**src/rtl/mod_counter_pkg.sv**
```systemverilog
// Shared definitions for the up/down loadable modulo counter.
// Contents:
//   DIR_UP / DIR_DOWN   - encodings of the up_dn input
//   MODE_WRAP / MODE_SAT - encodings of the sat_mode input
//   clamp_to_max        - min(value, max) on zero-extended 32-bit operands;
//                         callers size-cast the result back to their width.
package mod_counter_pkg;

  localparam logic DIR_UP    = 1'b1;
  localparam logic DIR_DOWN  = 1'b0;
  localparam logic MODE_WRAP = 1'b0;
  localparam logic MODE_SAT  = 1'b1;

  // Operands are widened to 32 bits so one function serves every counter width.
  function automatic logic [31:0] clamp_to_max(input logic [31:0] value,
                                               input logic [31:0] max);
    return (value > max) ? max : value;
  endfunction

endpackage

```
**src/rtl/mod_counter_next.sv**
```systemverilog
// Combinational next-state logic for one counter step.
// Ports:
//   q           in   current count
//   clear, load in   higher-priority controls; they only suppress term_event
//   en_in       in   count enable
//   up_dn       in   1 = up, 0 = down
//   sat_mode    in   1 = saturate, 0 = wrap
//   max_value   in   terminal value, range is 0..max_value
//   next_q      out  count after an enabled step
//   at_terminal out  up: q >= max_value, down: q == 0
//   term_event  out  enabled step at the terminal with no clear/load
module mod_counter_next
  import mod_counter_pkg::*;
#(
  parameter int N = 4
) (
  input  logic [N-1:0] q,
  input  logic         clear,
  input  logic         load,
  input  logic         en_in,
  input  logic         up_dn,
  input  logic         sat_mode,
  input  logic [N-1:0] max_value,
  output logic [N-1:0] next_q,
  output logic         at_terminal,
  output logic         term_event
);

  // Up path compares with >= so an out-of-range q (max_value lowered under a
  // running count) is treated as terminal and pulled back into range.
  // Down path clamps an out-of-range q to max_value without flagging an event.
  always_comb begin
    next_q      = q;
    at_terminal = 1'b0;
    if (up_dn == DIR_UP) begin
      at_terminal = (q >= max_value);
      if (!at_terminal)
        next_q = q + 1'b1;
      else if (sat_mode == MODE_SAT)
        next_q = max_value;
      else
        next_q = '0;
    end else begin
      at_terminal = (q == '0);
      if (q > max_value)
        next_q = N'(clamp_to_max(32'(q), 32'(max_value)));
      else if (!at_terminal)
        next_q = q - 1'b1;
      else if (sat_mode == MODE_SAT)
        next_q = '0;
      else
        next_q = max_value;
    end
    term_event = en_in & at_terminal & ~clear & ~load;
  end

endmodule

```
**src/rtl/mod_counter_updn_load.sv**
```systemverilog
// Up/down modulo counter with run-time terminal value, wrap/saturate mode,
// synchronous clear, parallel load, cascade output and event flags.
// Ports:
//   clk, reset_n  in   clock, asynchronous active-low reset
//   clear         in   synchronous clear of q and both event flags
//   load          in   load min(load_value, max_value)
//   load_value    in   value to load
//   en_in         in   count enable (previous stage's tc_out when cascading)
//   up_dn         in   direction, 1 = up
//   sat_mode      in   1 = saturate at terminal, 0 = wrap
//   max_value     in   terminal value
//   q             out  registered count
//   tc_out        out  en_in & at_terminal, combinational
//   event_pulse   out  one-cycle pulse the cycle after a terminal event
//   event_sticky  out  set by any terminal event, cleared by clear/reset
module mod_counter_updn_load
  import mod_counter_pkg::*;
#(
  parameter int N           = 4,
  parameter int RESET_VALUE = 0
) (
  input  logic         clk,
  input  logic         reset_n,
  input  logic         clear,
  input  logic         load,
  input  logic [N-1:0] load_value,
  input  logic         en_in,
  input  logic         up_dn,
  input  logic         sat_mode,
  input  logic [N-1:0] max_value,
  output logic [N-1:0] q,
  output logic         tc_out,
  output logic         event_pulse,
  output logic         event_sticky
);

  logic [N-1:0] next_q;
  logic [N-1:0] load_q;
  logic         at_terminal;
  logic         term_event;

  mod_counter_next #(.N(N)) u_next (
    .q           (q),
    .clear       (clear),
    .load        (load),
    .en_in       (en_in),
    .up_dn       (up_dn),
    .sat_mode    (sat_mode),
    .max_value   (max_value),
    .next_q      (next_q),
    .at_terminal (at_terminal),
    .term_event  (term_event)
  );

  // Loads never place q outside the counting range.
  assign load_q = N'(clamp_to_max(32'(load_value), 32'(max_value)));

  assign tc_out = en_in & at_terminal;

  // Priority: clear, then load, then an enabled step, otherwise hold.
  // term_event already excludes clear/load, so it drives the pulse directly.
  always_ff @(posedge clk or negedge reset_n) begin
    if (!reset_n) begin
      q            <= N'(RESET_VALUE);
      event_pulse  <= 1'b0;
      event_sticky <= 1'b0;
    end else if (clear) begin
      q            <= '0;
      event_pulse  <= 1'b0;
      event_sticky <= 1'b0;
    end else if (load) begin
      q           <= load_q;
      event_pulse <= 1'b0;
    end else if (en_in) begin
      q           <= next_q;
      event_pulse <= term_event;
      if (term_event)
        event_sticky <= 1'b1;
    end else begin
      event_pulse <= 1'b0;
    end
  end

endmodule

```
**config.mk**
```make
export PLATFORM = sky130hd
export DESIGN_NAME = mod_counter_updn_load
export DESIGN_NICKNAME = d
export VERILOG_FILES = /design/src/rtl/mod_counter_pkg.sv /design/src/rtl/mod_counter_next.sv /design/src/rtl/mod_counter_updn_load.sv
export SDC_FILE = /design/constraint.sdc
export NUM_CORES = 1
export LEC_CHECK = 0
export BUFFER_PORTS_ARGS = -buffer_cell sky130_fd_sc_hd__buf_2
export CAP_MARGIN = 30
export CORE_MARGIN = 2
export CORE_UTILIZATION = 57
export DETAILED_ROUTE_END_ITERATION = 8
export HOLD_SLACK_MARGIN = 0.15
export PLACE_DENSITY = 0.84
export SYNTH_ARGS = -nofsm -noshare
export SYNTH_HDL_FRONTEND = slang
export SYNTH_SLANG_ARGS = --single-unit
```
**constraint.sdc**
```tcl
create_clock -name clk -period 3.7 [get_ports clk]
set_clock_uncertainty 0.1 [all_clocks]
set_input_delay 0.37 -clock clk [delete_from_list [all_inputs] [get_ports clk]]
set_output_delay 0.37 -clock clk [all_outputs]
set_load 0.05 [all_outputs]
```
==> qor.csv <==
metric,value,unit
starting density of the core,60.6,%
CTS root buffer,clkbuf_4,
required time of the critical path,3.23,ns
power density of the placed cells,356,nW/um2
proportion of layout cells with a drive suffix above 1,27.7,%
cell taking the most area after synthesis,dfrtp_1,
CP Data Arrival Time,2.15,ns
fraction of post-synthesis cell area in the top cell type by area,16.6,%
net count of the mapped netlist,134,
transition time of the tightest slew-check pin,0.624,ns
largest driver fanout on the critical path,9,
wire length of the first global-routing pass,4.13,mm
number of placement rows,14,
Max-Slew Margin vs Limit,58.3,%
deepest clock path buffer count,2,
Cell variety after synth,43,
period utilization,70.8,%
Die Footprint,1920,um2
clock-pin slew reported for the worst setup and hold paths after clock tree synthesis,0.04,ns
count of antenna-violating nets left after detailed routing,0,
worst hold slack after final layout,0.316,ns
Syn-to-layout area delta,15.4,%
Die X-Extent,43.8,um
Post-CTS Repair Setup Buffers,0,
delay of the slowest critical-path stage,0.52,ns
status,completed,
aggregate global routing overflow,0,
cell breakdown of the critical path,ha_1 > and4_4 > nor2_2 > a311oi_2 > buf_2,
total of warnings raised by yosys,0,
CP max stage cell,dfrtp_1,
CTS H-Tree Depth,1,
Final setup viols,0,
routed vias,980,
placer's final routability congestion estimate,0.846,
number of pins exceeding their max-slew limit in the final report,0,
number of placed cells counting well taps,142,
proportion of synthesized area in mux cells,1.11,%
class of the worst hold path,input pin to register,
overall fraction of global-route tracks in use,28.5,%
half-perimeter wire length of the detailed placement result,2.04,mm
first-iteration detailed-routing DRC count,66,
post-route insts no fill,146,
final hold viol count,0,
clock period minus final worst setup slack,2.62,ns
Die Height,43.8,um
"Primary FF master, synth",dfrtp_1,
hold bufs inserted after CTS,1,
setup repair after global routing missed its margin,false,
remaining routing DRC violations,0,
static leakage,0.513,nW
number of CTS-inserted buffers,3,
number of resized instances in the post-cts repair step,0,
average wire per standard cell,17.6,um
crit path kind,register to primary output,
setup total negative slack,0,ns
peak supply drop,0.192,mV
number of max-cap violations,0,
initial antenna violation count,0,
number of nets in the layout,158,
Post-Route WL,2.56,mm
Adder-Cell Fraction of Synth Area,15.3,%
CTS tree,built,
Clock Sink Count,6,
per-cell via count in the routed design,6.71,
Crit. End Element,primary output,
number of global-route vias before repair,949,
number of flops mapped to enable cells by yosys,0,
sequential element share of the synthesized area,16.6,%
synthesized area per cell,8.35,um2
area of the core,1490,um2
Top-Level Pins,22,
synthesized instance count,108,
post-synthesis sequential element count,6,
asr flop ratio synth,100,%
highest clock frequency the design can meet,382,MHz
kind of launch point of the worst setup path,register,
count of input and output buffers,21,
antenna cells,0,
first-pass iteration count of the detailed router,5,
combinational family with the most area after synthesis,simple AND/OR/NAND/NOR gates,
"area fraction in and, or, nand and nor cells after synthesis",30.7,%
clock latency at the later pin of the worst-skew pair,0.24,ns
share of the synthesized area in compound gates (AO/OA/AOI/OAI),26.2,%
Synth Cell Area,902,um2
Synth Area in XOR/XNOR,3.88,%
"top cells by area, synth","dfrtp_1, ha_1, inv_1",
maximum number of pins on one net before global-route repair,15,
[registers in the layout, indices dropped and copies added, names as in the netlist]
name          cells
q                 4
event_pulse       1
event_sticky      1
[area by class of cell]
class	count	area (um2)
clock buffers	3	22.5
fillers	134	448
inverters	10	37.5
multi-input cells	89	696
flip-flops and latches	6	150
well taps	16	20.0
repair buffers	22	115
[where the power goes]
group          total (W)  internal (W)  switching (W)  leakage [nW]
Sequential     0.0000919     0.0000734      0.0000186        0.0798
Clock          0.0000597     0.0000366      0.0000230        0.0138
Combinational   0.000219     0.0000792       0.000139         0.419
Total           0.000370      0.000189       0.000181         0.513
[synth_stat cells, types with 3 or more instances]
master	instances
ha_1	11
dfrtp_1	6
nand2_1	8
nor3_1	4
nand4_1	5
o21ai_1	4
nor2_1	7
inv_1	10
and2_1	3
and4_1	3
a221oi_1	4
a311oi_1	3
xor2_1	3
[metrics by stage]
step / setup WS, ns / total power (W) / instance area [um2] / utilization [%]
4_1_cts: 1.12 / 0.000366 / 1040 / 69.9
6_report: 1.08 / 0.000370 / 1040 / 69.9
2_1_floorplan: 0.874 / 0.000248 / 902 / -
3_5_place_dp: 1.35 / 0.000305 / 1010 / 67.7
5_1_grt: 0.994 / 0.000392 / 1040 / 69.9
3_3_place_gp: 1.38 / 0.000293 / 1010 / 67.7
[layer usage]
| layer | global-route usage [%] | routed length [um] |
|---|---|---|
| met1 | 34.1 | 1010 |
| met2 | 48.5 | 1270 |
| met3 | 2.92 | 204 |
| met4 | 17.0 | 73 |
| met5 | 0 | 0 |
[cells in the final DEF (no fill, tap or decap), drive strengths merged, types with 4 or more instances in the layout]
cell type / netlist / final
dfrtp: 6 / 6
inv: 10 / 10
nand4: 5 / 5
ha: 11 / 11
nand2: 8 / 8
nor3: 4 / 4
and2: 4 / 4
and4: 5 / 5
a311oi: 5 / 5
nor2: 8 / 8
o21ai: 5 / 5
a221oi: 4 / 4
buf: 1 / 21
[worst paths after layout]
| check | from | endpoint | slack [ns] | cells past startpoint |
|---|---|---|---|---|
| worst max register to register | q[1]$_DFFE_PN0P_ | q[0]$_DFFE_PN0P_ | 1.50 | 6 |
| min in group asynchronous | reset_n | event_pulse$_DFF_PN0_ | 0.38 | 2 |
| worst max-delay path | q[2]$_DFFE_PN0P_ | tc_out | 1.08 | 5 |
| worst min register to register | event_sticky$_DFFE_PN0P_ | event_sticky$_DFFE_PN0P_ | 0.42 | 1 |
| max in group asynchronous | reset_n | event_sticky$_DFFE_PN0P_ | 2.98 | 2 |
| worst min-delay path | load_value[1] | q[1]$_DFFE_PN0P_ | 0.32 | 3 |
[worst max-delay path: cells and delay by family (launching register included)]
family                     cells  cell delay (ns)
AOI/OAI and AO/OA              1             0.30
adders and majority gates      1             0.43
buffers and inverters          1             0.31
DFF                            1             0.52
and+or+nand+nor                2             0.34
[logic make-up after synthesis]
| group | after synthesis |
|---|---|
| AOI/OAI and AO/OA | 28 |
| xor gates and xnor gates | 4 |
| adders and majority gates | 11 |
| buffers and inverters | 13 |
| DFF | 6 |
| muxes | 1 |
| and+or+nand+nor | 45 |
Note: power is estimated with default switching activity, not from simulation.
